[config.mk]
export PLATFORM = sky130hd
export DESIGN_NAME = disp_scan
export DESIGN_NICKNAME = d
export VERILOG_FILES = /design/src/rtl/disp_scan.sv
export SDC_FILE = /design/constraint.sdc
export NUM_CORES = 1
export LEC_CHECK = 0
export CORE_MARGIN = 5
export CORE_UTILIZATION = 35
export CTS_CLUSTER_SIZE = 12
export DETAILED_ROUTE_END_ITERATION = 10
export DONT_BUFFER_PORTS = 1
export PLACE_DENSITY = 0.63
export SYNTH_ARGS = -nofsm -noshare
export SYNTH_HDL_FRONTEND = slang
export SYNTH_SLANG_ARGS = --single-unit
[constraint.sdc]
create_clock -name i_CLK -period 2.7 [get_ports i_CLK]
set_input_delay 0.27 -clock i_CLK [delete_from_list [all_inputs] [get_ports i_CLK]]
set_output_delay 0.27 -clock i_CLK [all_outputs]
set_load 0.01 [all_outputs]
[src/rtl/disp_scan.sv]
// Six-digit multiplexed 7-segment scan generator for the HH:MM:SS display.
// Emits one {seg, sel, leds} frame word per digit slot, with a 1-cycle valid for the 74HC595 writer.
module disp_scan #(
    parameter int REFRESH_DIV  = 1000,
    parameter int BLINK_FRAMES = 50,
    parameter bit SEG_ACT_LOW  = 1'b0,
    parameter bit DIG_ACT_LOW  = 1'b0
) (
    input  logic        i_CLK,
    input  logic        i_RST,
    input  logic [23:0] i_DIGITS,
    input  logic [5:0]  i_DOTS,
    input  logic [5:0]  i_BLINK,
    input  logic        i_LZB,
    input  logic [7:0]  i_LEDS,
    output logic [23:0] o_DATA,
    output logic        o_VALID
);

    localparam int PRE_W = $clog2(REFRESH_DIV);
    localparam int BLK_W = $clog2(BLINK_FRAMES) + 1;
    localparam logic [PRE_W-1:0] PRE_LAST = PRE_W'(REFRESH_DIV - 1);
    localparam logic [BLK_W-1:0] BLK_LAST = BLK_W'(BLINK_FRAMES - 1);

    // The serial writer needs 48 shift clocks plus a latch pulse per word.
    if (REFRESH_DIV < 64) begin : g_bad_refresh_div
        $error("disp_scan: REFRESH_DIV must be >= 64");
    end

    logic [PRE_W-1:0] pre_cnt;
    logic [2:0]       idx;
    logic [23:0]      snap;
    logic [BLK_W-1:0] blink_cnt;
    logic             phase;

    logic             tc;
    logic [23:0]      src;
    logic [3:0]       nib;
    logic [7:0]       seg;
    logic [5:0]       sel;
    logic [23:0]      word;

    function automatic logic [6:0] seg_decode(input logic [3:0] n);
        logic [6:0] s;
        case (n)
            4'd0:    s = 7'h3F;
            4'd1:    s = 7'h06;
            4'd2:    s = 7'h5B;
            4'd3:    s = 7'h4F;
            4'd4:    s = 7'h66;
            4'd5:    s = 7'h6D;
            4'd6:    s = 7'h7D;
            4'd7:    s = 7'h07;
            4'd8:    s = 7'h7F;
            4'd9:    s = 7'h6F;
            default: s = 7'h00;
        endcase
        return s;
    endfunction

    always_comb begin
        tc  = (pre_cnt == PRE_LAST);
        // Slot 0 reads live digits (and snapshots them); later slots reuse the snapshot.
        src = (idx == 3'd0) ? i_DIGITS : snap;
        case (idx)
            3'd0:    nib = src[23:20];
            3'd1:    nib = src[19:16];
            3'd2:    nib = src[15:12];
            3'd3:    nib = src[11:8];
            3'd4:    nib = src[7:4];
            3'd5:    nib = src[3:0];
            default: nib = 4'd0;
        endcase
        seg = {i_DOTS[idx], seg_decode(nib)};
        if ((idx == 3'd0) && i_LZB && (nib == 4'd0)) begin
            seg = 8'h00;
        end
        if (phase && i_BLINK[idx]) begin
            seg = 8'h00;
        end
        sel  = 6'b00_0001 << idx;
        word = {seg ^ {8{SEG_ACT_LOW}}, 2'b00, sel ^ {6{DIG_ACT_LOW}}, i_LEDS};
    end

    always_ff @(posedge i_CLK) begin
        if (i_RST) begin
            pre_cnt   <= '0;
            idx       <= 3'd0;
            snap      <= 24'h0;
            blink_cnt <= '0;
            phase     <= 1'b0;
            o_DATA    <= 24'h0;
            o_VALID   <= 1'b0;
        end else begin
            o_VALID <= 1'b0;
            if (tc) begin
                pre_cnt <= '0;
                o_DATA  <= word;
                o_VALID <= 1'b1;
                idx     <= (idx == 3'd5) ? 3'd0 : idx + 3'd1;
                if (idx == 3'd0) begin
                    snap <= i_DIGITS;
                end
                if (idx == 3'd5) begin
                    if (blink_cnt == BLK_LAST) begin
                        blink_cnt <= '0;
                        phase     <= ~phase;
                    end else begin
                        blink_cnt <= blink_cnt + 1'b1;
                    end
                end
            end else begin
                pre_cnt <= pre_cnt + 1'b1;
            end
        end
    end

endmodule

---- Word level (Yosys, flattened, before mapping) ----
Memories as Yosys holds them, arrays and structs flattened.
Index checks and enable logic that the tools add are counted.
word-level totals
  memory bits (writable) .................. 0
  latch bits .............................. 0
  register bits after elaboration ......... 68
  memories ................................ 1
  ROM bits ................................ 112
memories
  memory            words  bits a word  read ports  clocked after Yosys merged registers in  write ports  RTL line  RTL
  (name not given)  16     7            1           0                                        0            45        case (n)
operators by class
  bitwise logic cells ..................... 1
  shift-type cells ........................ 1
  equality and inequality tests ........... 7
  reduce and logical (&&, ||, !) cells .... 8
  div/mod/pow operators ................... 0
  add/sub/neg operators ................... 3
  mux-type cells .......................... 11
  multiply operators ...................... 0
  magnitude comparators ................... 1
operator list
  cell                                                         count
  two-way mux 24 bit                                           1
  case mux 4 bit (6 select lines)                              1
  two-way mux 8 bit                                            2
  adder 10 x 1 -> 10 bit (second input constant)               1
  == test 10 bit (second input constant)                       1
  adder 7 x 1 -> 7 bit (second input constant)                 1
  == test 7 x 6 -> 1 bit (second input constant)               1
  two-way mux 7 bit                                            1
  binary-select mux 1 bit (select 3 bit)                       2
  == test 3 x 2 -> 1 bit (second input constant)               2
  == test 3 bit (second input constant)                        2
  << shifter 1 x 3 -> 6 bit (first input constant)             1
  zero test 4 bit                                              1
  less-than comparator 3 x 4 -> 1 bit (second input constant)  1
  adder 3 x 1 -> 3 bit (second input constant)                 1
  == test 3 x 1 -> 1 bit (second input constant)               1
  logical AND 1 bit                                            3
  zero test 3 bit                                              1
  two-way mux 1 bit                                            3
  two-way mux 3 bit                                            1
  AND reduction 3 bit                                          1
  AND reduction 2 bit                                          1
  OR reduction 2 bit                                           1
  inverter 1 bit                                               1

---- Depth between registers and ports, before layout ----
  depth after elaboration ................. 7
  mapped depth ............................ 17

---- Worst setup path before layout ----
OpenSTA, ideal clock, no wires.
  kind .................................... reg2reg
  from .................................... reg idx[0]
  to ...................................... reg o_DATA[16]
  arrival ................................. 2.811 ns
  cell stages (with the launch flop) ...... 18
  path buffers ............................ 4
  setup slack ............................. -0.240 ns
  data required time ...................... 2.571 ns
  library setup time ...................... 0.129 ns
  cells stage by stage .................... dfxtp_1 -> buf_4 -> buf_6 -> buf_2 -> and2_1 -> ha_1 -> buf_2 -> nand2_1 -> mux2i_1 -> or3_4 -> inv_1 -> ha_1 -> nand2_1 -> a21oi_1 -> nand3_1 -> and3_1 -> a31oi_1 -> o21ai_1
on the way
  word-level cells in the longest chain between the ends .. 7
  elaborated cells between the ends (all ways) .. 17
ends and longest elaborated chain
  element                                                                           RTL line  RTL
  start: declaration                                                                31        logic [2:0] idx;
  start signal: assignment                                                          100       idx <= (idx == 3'd5) ? 3'd0 : idx + 3'd1;
  parallel branches: the longest is 6 deep, another holds memory read (16 x 7 bit)  n/a
  two-way mux 8 bit *                                                               78        if (phase && i_BLINK[idx]) begin
  end signal: assignment                                                            98        o_DATA <= word;
  end: declaration                                                                  16        output logic [23:0] o_DATA,
Every way passes the cells marked *. The select of a mux whose other input is x is not followed.
A chain may end at the register's enable or synchronous reset.

---- Final worst setup path ----
  from .................................... reg idx[0]
  to ...................................... reg o_DATA[18]
Same word-level chain as after synthesis.

==> out/qor.yml <==
start_util_pct: 36.3
crit_path_max_incr_delay_ns: 0.43
dieHeight_um: 103
fin_nets: 419
yosysWarningCount: 0
clk_latency_ns: 0.34
most-common-layout-cells: "83 x nand2_1, 63 x dfxtp_1, 41 x a21oi_1"
finClkSkew_ns: 0.00984
root_buffer: "clkbuf_8"
yosysSeqAreaShare_pct: 42.5
grt_pass1_wl_mm: 11.9
diodes: 0
tns_ns: 0
cp_max_fo: 11
worstPathCellList: "and2_1, ha_1, nand2_1, mux2i_1, or3_4, inv_4, ha_2, nand2_1, a21oi_1, nand3_1, and3_4, a31oi_4, o21ai_1"
holdPathEnd: "snap[3]"
routedWlPerCell_um: 15.1
crit_type: "flop to flop"
dp_hpwl_mm: 5.31
core_mm2: 0.00830
grt_usage_pct: 14.6
cts_sinks: 64
syn_avg_cell_area_um2: 8.36
antenna_left: 0
path_common_cell: "nand2_1"
cp_slowest_cell: "dfxtp_1"
numCtsBuffers: 9
synthCells: 361
layout_commonest_cell: "nand2_1"
dieArea_mm2: 0.0106
drive_gt1_share_pct: 12.8
timing.rr.end: "o_DATA[18]"
ys_types: 50
grt_start_max_net_pins: 43
slew_headroom_pct: 53.8
rows: 33
fin_crit_ns: 2.53
crit_required_ns: 2.92
min_period_over_period_pct: 93.6
boundaryPins: 72
gp_congestion: 0.864
portBuffers: 0
grt-ovfl-total: 0
wl_mm: 7.15
r2r.worst_path.cells: 13
htreeDepth: 3
cts_buffer_depth: 2
r2r-start: "idx[0]"
ir_worst_vdd_v: 0.000202
vias: 2415
tritoncts: "done"
arrival_ns: 2.75
syn_area_mm2: 0.00302
antenna_found_initial: 0
hold_start: "i_DIGITS[3]"
via_per_inst: 5.11
grt_pass1_vias: 2400
crit_path_end_kind: "flop"
synth_seq_cells: 64
fmax_mhz: 396
leakage_nw: 1.16
drt_iter0_drc: 111
worst_hold_path_type: "input pin to flop"
hold_viol_final: 0
hold_path_depth: 2
worstSetupStartpointType: "flop"
cp_top_family: "simple AND/OR/NAND/NOR gates"
power_density_mw_per_mm2: 553
clkTransAtPathRegs_ns: 0.07
r2r_setup_slack_ns: 0.17
path_buf_inv: 1
slew_violations: 0
cap_viol_max_count: 0
drc: 0
syn_to_final_growth_pct: 11.7
die_x_um: 103
rsz0062_at_grt: "no"
fin_util_pct: 40.6
firstDrtPassIters: 6
setup_viol: 0
fillers: 836
status: "finished, final reports clean"
worst-slew-pin-transition_ns: 0.693
state kept, by name, indices dropped and copies added (netlist names):
signal / count
blink_cnt: 7
snap: 20
o_DATA: 22
phase: 1
idx: 3
pre_cnt: 10
o_VALID: 1
worst max path at each step:
stage          startpoint         end  cells past startpoint
4_1_cts            idx[1]  o_DATA[18]                     13
3_3_place_gp       idx[1]  o_DATA[18]                     13
2_1_floorplan      idx[0]  o_DATA[16]                     17
3_5_place_dp       idx[1]  o_DATA[18]                     13
6_report           idx[0]  o_DATA[18]                     13
5_1_grt            idx[0]  o_DATA[18]                     12
per-stage QoR:
step / power [W] / hold WS, ns / std cells / cell area (um^2) / worst slack (ns)
after floorplan: 0.00103 / 0.406 / 362 / 3060 / 0.0186
after global placement: 0.00103 / 0.351 / 456 / 3140 / 0.282
after detailed placement: 0.00103 / 0.354 / 456 / 3140 / 0.175
after CTS: 0.00190 / 0.0305 / 473 / 3370 / 0.146
after global routing: 0.00196 / 0.0273 / 473 / 3370 / 0.000564
final: 0.00186 / 0.0527 / 473 / 3370 / 0.174
layout make-up:
class	count	area [um^2]	area share [%]
multi-input cells	267	1610	47.6
inverters	7	28.8	0.854
repair buffers	14	118	3.49
well taps	105	131	3.90
flip-flops and latches	64	1280	38.0
clock inverters	6	67.6	2.00
clock buffers	10	138	4.08
where the power goes:
group          switching, W  internal, W
logic             0.0000421    0.0000264
clock network      0.000391     0.000454
registers        0.00000408     0.000947
total              0.000437      0.00143
timing repair:
| item | in CTS | in global routing |
|---|---|---|
| hold endpoints to repair | 42 | 0 |
| setup buffers | 0 | 0 |
| resized for setup | 0 | 1 |
| hold buffers | 1 | 0 |
| setup endpoints to repair | 0 | 5 |
layer usage:
layer / up-vias / part of all wire [%] / global-route usage [%]
met3: 13 / 6.8 / 4.19
met1: 1112 / 48 / 19.9
met5: - / 0 / 0
met4: 0 / 2.1 / 6.67
met2: 75 / 43 / 21.3
li1: 1215 / - / -
synthesized netlist by cell type, drive strengths merged:
| cell type | instances | area, um^2 |
|---|---|---|
| or3 | 2 | 17.5 |
| mux2 | 2 | 22.5 |
| a211oi | 2 | 20.0 |
| a22oi | 2 | 15.0 |
| and3 | 5 | 31.3 |
| or4b | 2 | 20.0 |
| nand2b | 4 | 25.0 |
| o22ai | 2 | 12.5 |
| o21ai | 13 | 65.1 |
| conb | 1 | 3.75 |
| nand2 | 83 | 312 |
| nand4 | 3 | 25.0 |
| buf | 11 | 81.3 |
| o21a | 1 | 7.51 |
| ha | 9 | 113 |
| and4 | 1 | 8.76 |
| nand3 | 7 | 35.0 |
| or4 | 1 | 7.51 |
| mux2i | 14 | 140 |
| dfxtp | 64 | 1280 |
| a31oi | 1 | 6.26 |
| a32o | 1 | 10.0 |
| nor4b | 1 | 23.8 |
| clkbuf | 13 | 48.8 |
| nor4 | 1 | 6.26 |
| and2 | 3 | 18.8 |
| mux4 | 1 | 22.5 |
| xnor2 | 9 | 78.8 |
| nand4b | 1 | 8.76 |
| nand3b | 4 | 30.0 |
| inv | 7 | 26.3 |
| o32ai | 1 | 8.76 |
| a21oi | 41 | 205 |
| nor3 | 5 | 41.3 |
| nor2 | 33 | 126 |
| xor2 | 7 | 61.3 |
| a221oi | 1 | 26.3 |
| a2111oi | 1 | 15.0 |
| and3b | 1 | 8.76 |
kinds of logic (layout without fill, tap and decap cells):
| kind of cell | count (synthesis) | in the layout | synth area share, % |
|---|---|---|---|
| and+or+nand+nor | 157 | 157 | 24.7 |
| AOI/OAI and AO/OA | 66 | 66 | 13.0 |
| DFF | 64 | 64 | 42.5 |
| buffers and inverters | 31 | 37 | 5.18 |
| muxes | 17 | 17 | 6.14 |
| xor gates and xnor gates | 16 | 16 | 4.65 |
| adders and majority gates | 9 | 9 | 3.73 |
| other | 1 | 2 | 0.124 |
(Power assumes the default switching activity.)
